### src/rtl/reg_banco_mp_if.sv
// Bus bundle for reg_banco_mp: read ports, load write-back, load issue and scoreboard status.
// The master side (load/store control) drives addresses and write-back; the slave side is the bank.
interface reg_banco_mp_if #(
    parameter int W    = 64,
    parameter int NREG = 32,
    parameter int NRD  = 2
) ();
    localparam int AW = $clog2(NREG);

    logic [NRD*AW-1:0] Ra;
    logic [NRD*W-1:0]  doutA;
    logic [NRD-1:0]    hazard;
    logic              WE_Reg;
    logic [AW-1:0]     Rw;
    logic [W-1:0]      dIN;
    logic              Iss_en;
    logic [AW-1:0]     Iss_rd;
    logic [NREG-1:0]   busy;
    logic              waw_err;

    modport master (
        output Ra, WE_Reg, Rw, dIN, Iss_en, Iss_rd,
        input  doutA, hazard, busy, waw_err
    );

    modport slave (
        input  Ra, WE_Reg, Rw, dIN, Iss_en, Iss_rd,
        output doutA, hazard, busy, waw_err
    );
endinterface

### src/rtl/reg_banco_mp.sv
// Multi-read-port register bank with r0 hardwired to zero, optional write-to-read bypass
// and a per-register pending-load scoreboard that flags read-after-load hazards.
module reg_banco_mp #(
    parameter int W      = 64,
    parameter int NREG   = 32,
    parameter int NRD    = 2,
    parameter int BYPASS = 1
) (
    input logic             clk,
    input logic             rst_n,
    reg_banco_mp_if.slave   bus
);
    localparam int AW = $clog2(NREG);

    logic [W-1:0]     r_regs [NREG];
    logic [NRD*W-1:0] r_dout;
    logic [NREG-1:0]  r_busy;
    logic             r_waw;

    logic [NREG-1:0]  w_busy_nxt;
    logic             w_wr;
    logic             w_iss;
    logic             w_waw;
    logic [AW-1:0]    w_ra    [NRD];
    logic [W-1:0]     w_rdata [NRD];
    logic             w_fwd   [NRD];
    logic [NRD-1:0]   w_hazard;

    always_comb begin
        w_wr  = bus.WE_Reg && (bus.Rw != '0);
        w_iss = bus.Iss_en && (bus.Iss_rd != '0);

        for (int unsigned i = 0; i < NRD; i++) begin
            w_ra[i]  = bus.Ra[i*AW +: AW];
            w_fwd[i] = (BYPASS != 0) && bus.WE_Reg && (bus.Rw == w_ra[i]);
            if (w_ra[i] == '0)
                w_rdata[i] = '0;
            else if (w_fwd[i])
                w_rdata[i] = bus.dIN;
            else
                w_rdata[i] = r_regs[w_ra[i]];
            // busy[0] is never set, so reads of r0 can never hazard
            w_hazard[i] = r_busy[w_ra[i]] && !w_fwd[i];
        end

        // Clear on write-back first, then set on issue, so a same-cycle issue wins
        w_busy_nxt = r_busy;
        if (w_wr)
            w_busy_nxt[bus.Rw] = 1'b0;
        if (w_iss)
            w_busy_nxt[bus.Iss_rd] = 1'b1;
        w_busy_nxt[0] = 1'b0;

        w_waw = w_iss && r_busy[bus.Iss_rd] && !(w_wr && (bus.Rw == bus.Iss_rd));
    end

    always_ff @(posedge clk or negedge rst_n) begin
        if (!rst_n) begin
            for (int unsigned i = 0; i < NREG; i++)
                r_regs[i] <= '0;
            r_dout <= '0;
            r_busy <= '0;
            r_waw  <= 1'b0;
        end else begin
            if (w_wr)
                r_regs[bus.Rw] <= bus.dIN;
            for (int unsigned i = 0; i < NRD; i++)
                r_dout[i*W +: W] <= w_rdata[i];
            r_busy <= w_busy_nxt;
            if (w_waw)
                r_waw <= 1'b1;
        end
    end

    assign bus.doutA   = r_dout;
    assign bus.hazard  = w_hazard;
    assign bus.busy    = r_busy;
    assign bus.waw_err = r_waw;
endmodule

### src/flat_wrapper.sv
// flat-port wrapper written by rule: the top's interface ports become plain ports
module reg_banco_mp_flat 
#(
    parameter int W      = 64,
    parameter int NREG   = 32,
    parameter int NRD    = 2,
    parameter int BYPASS = 1
)
  (clk, rst_n, bus_Ra, bus_WE_Reg, bus_Rw, bus_dIN, bus_Iss_en, bus_Iss_rd, bus_doutA, bus_hazard, bus_busy, bus_waw_err);
  reg_banco_mp_if #(.W(W), .NREG(NREG), .NRD(NRD)) bus_i ();
  input logic clk;
  input logic rst_n;
  input wire logic [$bits(bus_i.Ra)-1:0] bus_Ra;
  input wire logic [$bits(bus_i.WE_Reg)-1:0] bus_WE_Reg;
  input wire logic [$bits(bus_i.Rw)-1:0] bus_Rw;
  input wire logic [$bits(bus_i.dIN)-1:0] bus_dIN;
  input wire logic [$bits(bus_i.Iss_en)-1:0] bus_Iss_en;
  input wire logic [$bits(bus_i.Iss_rd)-1:0] bus_Iss_rd;
  output wire logic [$bits(bus_i.doutA)-1:0] bus_doutA;
  output wire logic [$bits(bus_i.hazard)-1:0] bus_hazard;
  output wire logic [$bits(bus_i.busy)-1:0] bus_busy;
  output wire logic [$bits(bus_i.waw_err)-1:0] bus_waw_err;
  assign bus_i.Ra = bus_Ra;
  assign bus_i.WE_Reg = bus_WE_Reg;
  assign bus_i.Rw = bus_Rw;
  assign bus_i.dIN = bus_dIN;
  assign bus_i.Iss_en = bus_Iss_en;
  assign bus_i.Iss_rd = bus_Iss_rd;
  assign bus_doutA = bus_i.doutA;
  assign bus_hazard = bus_i.hazard;
  assign bus_busy = bus_i.busy;
  assign bus_waw_err = bus_i.waw_err;
  reg_banco_mp #(.W(W), .NREG(NREG), .NRD(NRD), .BYPASS(BYPASS)) u_core (.clk(clk), .rst_n(rst_n), .bus(bus_i));
endmodule
### config.mk
export PLATFORM = sky130hd
export DESIGN_NAME = reg_banco_mp_flat
export DESIGN_NICKNAME = d
export VERILOG_FILES = /design/src/rtl/reg_banco_mp_if.sv /design/src/rtl/reg_banco_mp.sv /design/src/flat_wrapper.sv
export SDC_FILE = /design/constraint.sdc
export NUM_CORES = 2
export LEC_CHECK = 0
export ABC_AREA = 0
export BUFFER_PORTS_ARGS = -buffer_cell sky130_fd_sc_hd__buf_2
export CAP_MARGIN = 40
export CELL_PAD_IN_SITES_DETAIL_PLACEMENT = 1
export CELL_PAD_IN_SITES_GLOBAL_PLACEMENT = 1
export CORE_UTILIZATION = 31
export CTS_BUF_LIST = sky130_fd_sc_hd__clkbuf_8 sky130_fd_sc_hd__clkbuf_16
export CTS_CLUSTER_DIAMETER = 50
export DETAILED_ROUTE_END_ITERATION = 8
export PLACE_DENSITY = 0.58
export SLEW_MARGIN = 20
export SYNTH_ARGS = -nofsm -noshare
export SYNTH_HDL_FRONTEND = slang
export SYNTH_SLANG_ARGS = --single-unit
### constraint.sdc
create_clock -name clk -period 3.22 [get_ports clk]
set_clock_uncertainty 0.15 [all_clocks]
set_input_delay 0.161 -clock clk [delete_from_list [all_inputs] [get_ports clk]]
set_output_delay 0.161 -clock clk [all_outputs]
set_load 0.01 [all_outputs]
==> Word level (Yosys, flattened, before mapping) <==
Index checks and enable logic that the tools add are counted.
{ "op_classes": {"order_cmp": 10, "n_eq_ne": 3, "muxes": 25, "n_bitwise": 6, "n_reduce_logical": 19} }
{ "ops": {"columns": ["operator", "count"], "rows": [
  ["$bwmux 2048", 1],
  ["$bmux 64 s5", 2],
  ["$mux 64", 9],
  ["$demux 64 s5", 1],
  ["$mux 32", 2],
  ["$and 32x32->32", 1],
  ["$not 32->32", 1],
  ["$or 32x32->32", 1],
  ["$lt 5x6->1 const B", 4],
  ["$ge 6x6->1 const B", 3],
  ["$not 5->6", 3],
  ["$bmux 1 s5", 3],
  ["$eq 5x5->1", 3],
  ["$logic_and 1x1->1", 12],
  ["$demux 1 s5", 2],
  ["$ge 5x1->1 const B", 2],
  ["$logic_not 5->1", 2],
  ["$reduce_bool 5->1", 2],
  ["$lt 6x1->1 const B", 1],
  ["$mux 1", 5],
  ["$logic_not 1->1", 3]
]} }
{ "totals": {"register_bits": 2208, "input_bits": 88, "out_inout_bits": 163, "wordCells": 98} }

==> Depth between registers and ports, before layout <==
{ "depth": {"ltp_word": 9, "mapped_depth": 11, "ltp_nobuf": 6} }

==> Worst setup path before layout <==
No wires, ideal clock.
{ "synth_path": {"path_type": "input port to flip-flop", "startpoint": "in bus_Ra[1]", "endpoint": "reg u_core.r_dout[34], in the netlist u_core.bus.doutA[34]", "t_arrival_ps": 1867, "t_required_ps": 2946, "path_slack_ps": 1079, "stages": 7, "path_buffers": 3, "cell_sequence": "buf_2 -> buf_4 -> buf_1 -> mux4_2 -> mux4_2 -> o211ai_1 -> nand2_1"} }
{ "synth_rtl": {"columns": ["element", "line_no", "rtl"], "rows": [
  ["start, declared", "flat_wrapper.sv:13", "input wire logic [$bits(bus_i.Ra)-1:0] bus_Ra;"],
  ["end signal, assigned by index", "reg_banco_mp.sv:68", "r_dout[i*W +: W] <= w_rdata[i];"],
  ["end, declared", "reg_banco_mp.sv:16", "logic [NRD*W-1:0] r_dout;"]
]} }

==> Worst setup path after layout <==
{ "layout_path": {"startpoint": "reg u_core.r_busy[7], in the netlist u_core.bus.busy[7]", "endpoint": "out bus_hazard[0]"} }
{ "layout_via": {"elab_chain_cells": 3} }
{ "layout_lines": {"columns": ["element", "line_no", "rtl"], "rows": [
  ["start, declared", "reg_banco_mp.sv:17", "logic [NREG-1:0] r_busy;"],
  ["start signal, assigned", "reg_banco_mp.sv:69", "r_busy <= w_busy_nxt;"],
  ["$bmux 1 s5", "reg_banco_mp.sv:43", "w_hazard[i] = r_busy[w_ra[i]] && !w_fwd[i];"],
  ["$mux 1 (not written as such)", "reg_banco_mp.sv:43", null],
  ["$logic_and 1x1->1", "reg_banco_mp.sv:43", null],
  ["end, declared", "flat_wrapper.sv:20", "output wire logic [$bits(bus_i.hazard)-1:0] bus_hazard;"]
]} }
No other way between the ends. The select of a mux whose other input is x is not followed.

==> PnR_summary.wiki <==
{| class="wikitable"
! Metric !! Value
|-
| Leftover overflow at the end of global routing || 0
|-
| Distinct cells, synth || 70
|-
| Worst setup timing slack at the placement stage || about 0.12 ns
|-
| Standard-cell rows || roughly 220
|-
| Die Outline Area || 370,000 um^2
|-
| Critical Path RT || 2.91 ns
|-
| Final critical path time including I/O delays and setup || between 3 and 4 ns
|-
| Worst Path Arrival || between 2 and 3 ns
|-
| Met2 Use GR || 0.402
|-
| Crit path cell chain || mux4_2 > mux4_2 > o22ai_4 > nor3_4 > buf_2
|-
| CTS Sinks || around 2,200
|-
| Fraction of the cycle the final worst path needs || 1.01
|-
| Clock network latency to the later pin of the worst-skew pair || about 0.93 ns
|-
| Worst hold path stage count || 5
|-
| Startpoint of the worst-slack reg-to-reg timing path || u_core.r_regs[1599]$_DFFE_PN0P_
|-
| F_max || ~0.31 GHz
|-
| Final antenna-violating net count || 0
|-
| Number of synthesized flops with an enable pin || 0
|-
| First drt pass iteration count || 6
|-
| Clock buffer depth || 4
|-
| Hold Path Class || input port to flop
|-
| Buffer and inverter count on the worst path || 1
|-
| Category of the worst setup path launch point || flop
|-
| Post-synthesis sequential area ratio || 0.485
|-
| Main flop type after synthesis || sky130_fd_sc_hd__dfrtp_1
|-
| Root Buffer Master || sky130_fd_sc_hd__clkbuf_16
|-
| CTS tree || done
|-
| Number of antenna violations at the first check in global routing || 53
|-
| HPWL after DPL || roughly 290,000 um
|-
| Max Cap Violations || 0
|-
| Number of global-route vias before repair || between 80,000 and 90,000
|-
| Setup crit end kind || primary output
|-
| Number of remaining DRC errors || 0
|-
| Hold slack || around 0.057 ns
|-
| Unrepaired setup endpoints after global routing || yes
|-
| Proportion of layout cells with a drive suffix above 1 || 0.534
|-
| Highest-delay cell along the critical path || sky130_fd_sc_hd__mux4_2
|-
| Maximum number of pins on one net before global-route repair || 83
|-
| Port bufs || ~250
|-
| Leakage power summed over all cells || between 0.05 and 0.06 uW
|-
| Failing checks || negative setup slack
|-
| Worst Max-Slew Pin Slew || approximately 0.83 ns
|-
| Die extent in y || 608 um
|-
| Setup WS post-layout || -0.0308 ns
|-
| Largest fanout on the critical path || 2
|-
| Wire length per cell || between 30 and 40 um
|-
| First-pass GRT wire length || 665,000 um
|-
| Post-synth ARST share || 1.00
|-
| Syn_area_per_cell || between 15 and 20 um^2
|-
| Initial core utilization || 0.311
|-
| Yosys warning count || 0
|-
| Type of the worst setup path || flop to primary output
|-
| Total core area || about 370,000 um^2
|-
| Final weighted congestion in routability-driven placement || roughly 0.8
|-
| Global-route track usage on met3 || 0.0398
|-
| Number of nets in the synthesized netlist || 7,644
|-
| Gate count of the mapped netlist || about 7,600
|-
| Largest delay contributor family on the critical path || multiplexers
|-
| Cts bufs inserted || 323
|-
| Met1 routing resource usage after global routing || 0.333
|-
| Die width || approximately 610 um
|-
| Reg-to-reg critical path endpoint || u_core.bus.doutA[127]$_DFF_PN0_
|-
| I/O pin count || 251
|-
| R2r setup slk || about 0.35 ns
|-
| Crit path largest cell delay || between 0.5 and 0.6 ns
|-
| Worst-path clk slew || ~0.06 ns
|-
| Peak supply drop || approximately 0.00038 V
|-
| Min-Delay Startpoint || bus_Ra[0]
|-
| Length in cells of the worst reg-to-reg path || 7
|-
| Yosys reg bits || 2,208
|-
| Max Transition Viols Final || 0
|-
| Routed WL || around 470,000 um
|-
| Setup violators final || 2
|-
| DRT iter0 DRCs || roughly 6,700
|-
| Via density || ~6.0
|-
| Outcome || finished with violations
|-
| Fill cell total of the finished layout || between 30,000 and 40,000
|-
| Top Usage Layer GRT || met2
|-
| Power Density || roughly 670 nW/um^2
|-
| Hold EP || u_core.bus.doutA[53]$_DFF_PN0_
|-
| Number of vias after detailed routing || 77,000
|-
| Max transition margin || 0.448
|-
| Total routing resource utilization after global routing || 0.249
|-
| Cell with the most instances on the worst path || sky130_fd_sc_hd__mux4_2
|-
| H-tree levels || 5
|-
| Post-layout net count || just under 8,000
|-
| Area overhead of the layout relative to synthesis || 19.3%
|-
| Endpoints failing hold || 0
|-
| Cell area after synthesis || roughly 110,000 um^2
|}
cells in the final DEF, fill, tap and decap left out, types with 136 or more instances in the layout:
cell type,n
sky130_fd_sc_hd__mux4_2,970
sky130_fd_sc_hd__o22ai_1,237
sky130_fd_sc_hd__clkbuf_16,328
sky130_fd_sc_hd__buf_2,239
sky130_fd_sc_hd__dfrtp_1,2202
sky130_fd_sc_hd__mux2_2,2002
sky130_fd_sc_hd__buf_4,293
sky130_fd_sc_hd__mux2i_1,245
sky130_fd_sc_hd__buf_12,190
sky130_fd_sc_hd__a22oi_1,136
sky130_fd_sc_hd__nor2_1,180
cells by family after synthesis:
group | share of synthesized area
buffers and inverters | 0.0362
muxes | 0.414
xor gates and xnor gates | 0.00115
AOI/OAI and AO/OA | 0.0446
DFF | 0.485
other | 0.0000329
and+or+nand+nor | 0.0192
cell usage after synthesis (47+ instances only):
| master | instances | area share |
|---|---|---|
| sky130_fd_sc_hd__mux4_2 | 970 | 0.19 |
| sky130_fd_sc_hd__a21oi_1 | 47 | 0.0021 |
| sky130_fd_sc_hd__a22oi_1 | 136 | 0.0090 |
| sky130_fd_sc_hd__nand2_1 | 104 | 0.0034 |
| sky130_fd_sc_hd__a32o_1 | 51 | 0.0045 |
| sky130_fd_sc_hd__dfrtp_1 | 2208 | 0.49 |
| sky130_fd_sc_hd__clkbuf_1 | 426 | 0.014 |
| sky130_fd_sc_hd__o22ai_1 | 238 | 0.013 |
| sky130_fd_sc_hd__o21ai_0 | 90 | 0.0040 |
| sky130_fd_sc_hd__nor2_1 | 199 | 0.0066 |
| sky130_fd_sc_hd__mux2i_1 | 245 | 0.022 |
| sky130_fd_sc_hd__buf_4 | 52 | 0.0034 |
| sky130_fd_sc_hd__mux2_2 | 2002 | 0.20 |
| sky130_fd_sc_hd__buf_2 | 345 | 0.015 |
worst min-delay path: stages:
cell and delay [ns]:
sky130_fd_sc_hd__buf_8 0.18, sky130_fd_sc_hd__buf_4 0.25, sky130_fd_sc_hd__mux2i_1 0.12, sky130_fd_sc_hd__a22oi_1 0.14, sky130_fd_sc_hd__a32o_1 0.18
registers in the layout, indices dropped and copies added, names as in the netlist:
name                flops
u_core.bus.busy        31
u_core.bus.doutA      128
u_core.bus.waw_err      1
u_core.r_regs        2048
final cells by class:
| cell class | count | area (um^2) | share of cell area |
|---|---|---|---|
| Tap cell | 4816 | 6030 | 0.0443 |
| Clock inverter | 216 | 2390 | 0.0176 |
| Clock buffer | 374 | 8840 | 0.0651 |
| Sequential cell | 2208 | 55300 | 0.407 |
| Multi-Input combinational cell | 4453 | 54900 | 0.404 |
| Timing Repair Buffer | 837 | 8390 | 0.0617 |
| Antenna cell | 14 | 35.0 | 0.000258 |
| Inverter | 20 | 75.1 | 0.000553 |
stage by stage:
stage / area, um^2 / TNS, ns / cells / power, uW / utilization
after floorplan: 114000 / 0 / 7556 / 47700 / -
after global placement: 123000 / 0 / 12200 / 53300 / 0.338
after detailed placement: 123000 / 0 / 12200 / 54200 / 0.338
after CTS: 136000 / -0.161 / 12900 / 91700 / 0.372
after global routing: 136000 / -0.113 / 12900 / 94500 / 0.372
final: 136000 / -0.0312 / 12900 / 91200 / 0.372
power by group:
| group | internal (uW) | switching (uW) | total [uW] |
|---|---|---|---|
| Clock | 22500 | 14500 | 37000 |
| Sequential | 33000 | 4350 | 37400 |
| Combinational | 9730 | 7070 | 16800 |
worst max path at each step:
stage	startpoint	endpoint	slack [ns]	cells after the start
2_1_floorplan	bus_Ra[1]	u_core.bus.doutA[34]$_DFF_PN0_	1.08	7
3_3_place_gp	bus_Ra[5]	u_core.bus.doutA[105]$_DFF_PN0_	0.05	7
3_5_place_dp	bus_Ra[5]	u_core.bus.doutA[105]$_DFF_PN0_	0.12	7
4_1_cts	u_core.bus.busy[23]$_DFF_PN0_	bus_hazard[0]	-0.10	5
5_1_grt	u_core.bus.busy[17]$_DFF_PN0_	bus_hazard[1]	-0.06	6
6_report	u_core.bus.busy[7]$_DFF_PN0_	bus_hazard[0]	-0.03	5
what timing repair did:
action / in CTS / in global routing
endpoints found under the setup margin: 2 / 2
endpoints found under the hold margin: 4110 / 0
gates resized for setup: 8 / 3
pin swaps: 2 / 2
buffers inserted: 12 / 0
hold buffers: 105 / 0
layer usage:
layer	share of wire	wire [um]
met5	0.00044	206
met4	0.046	21300
met3	0.057	26800
met2	0.48	223000
met1	0.42	195000
Power figures use the tool's default switching activity.
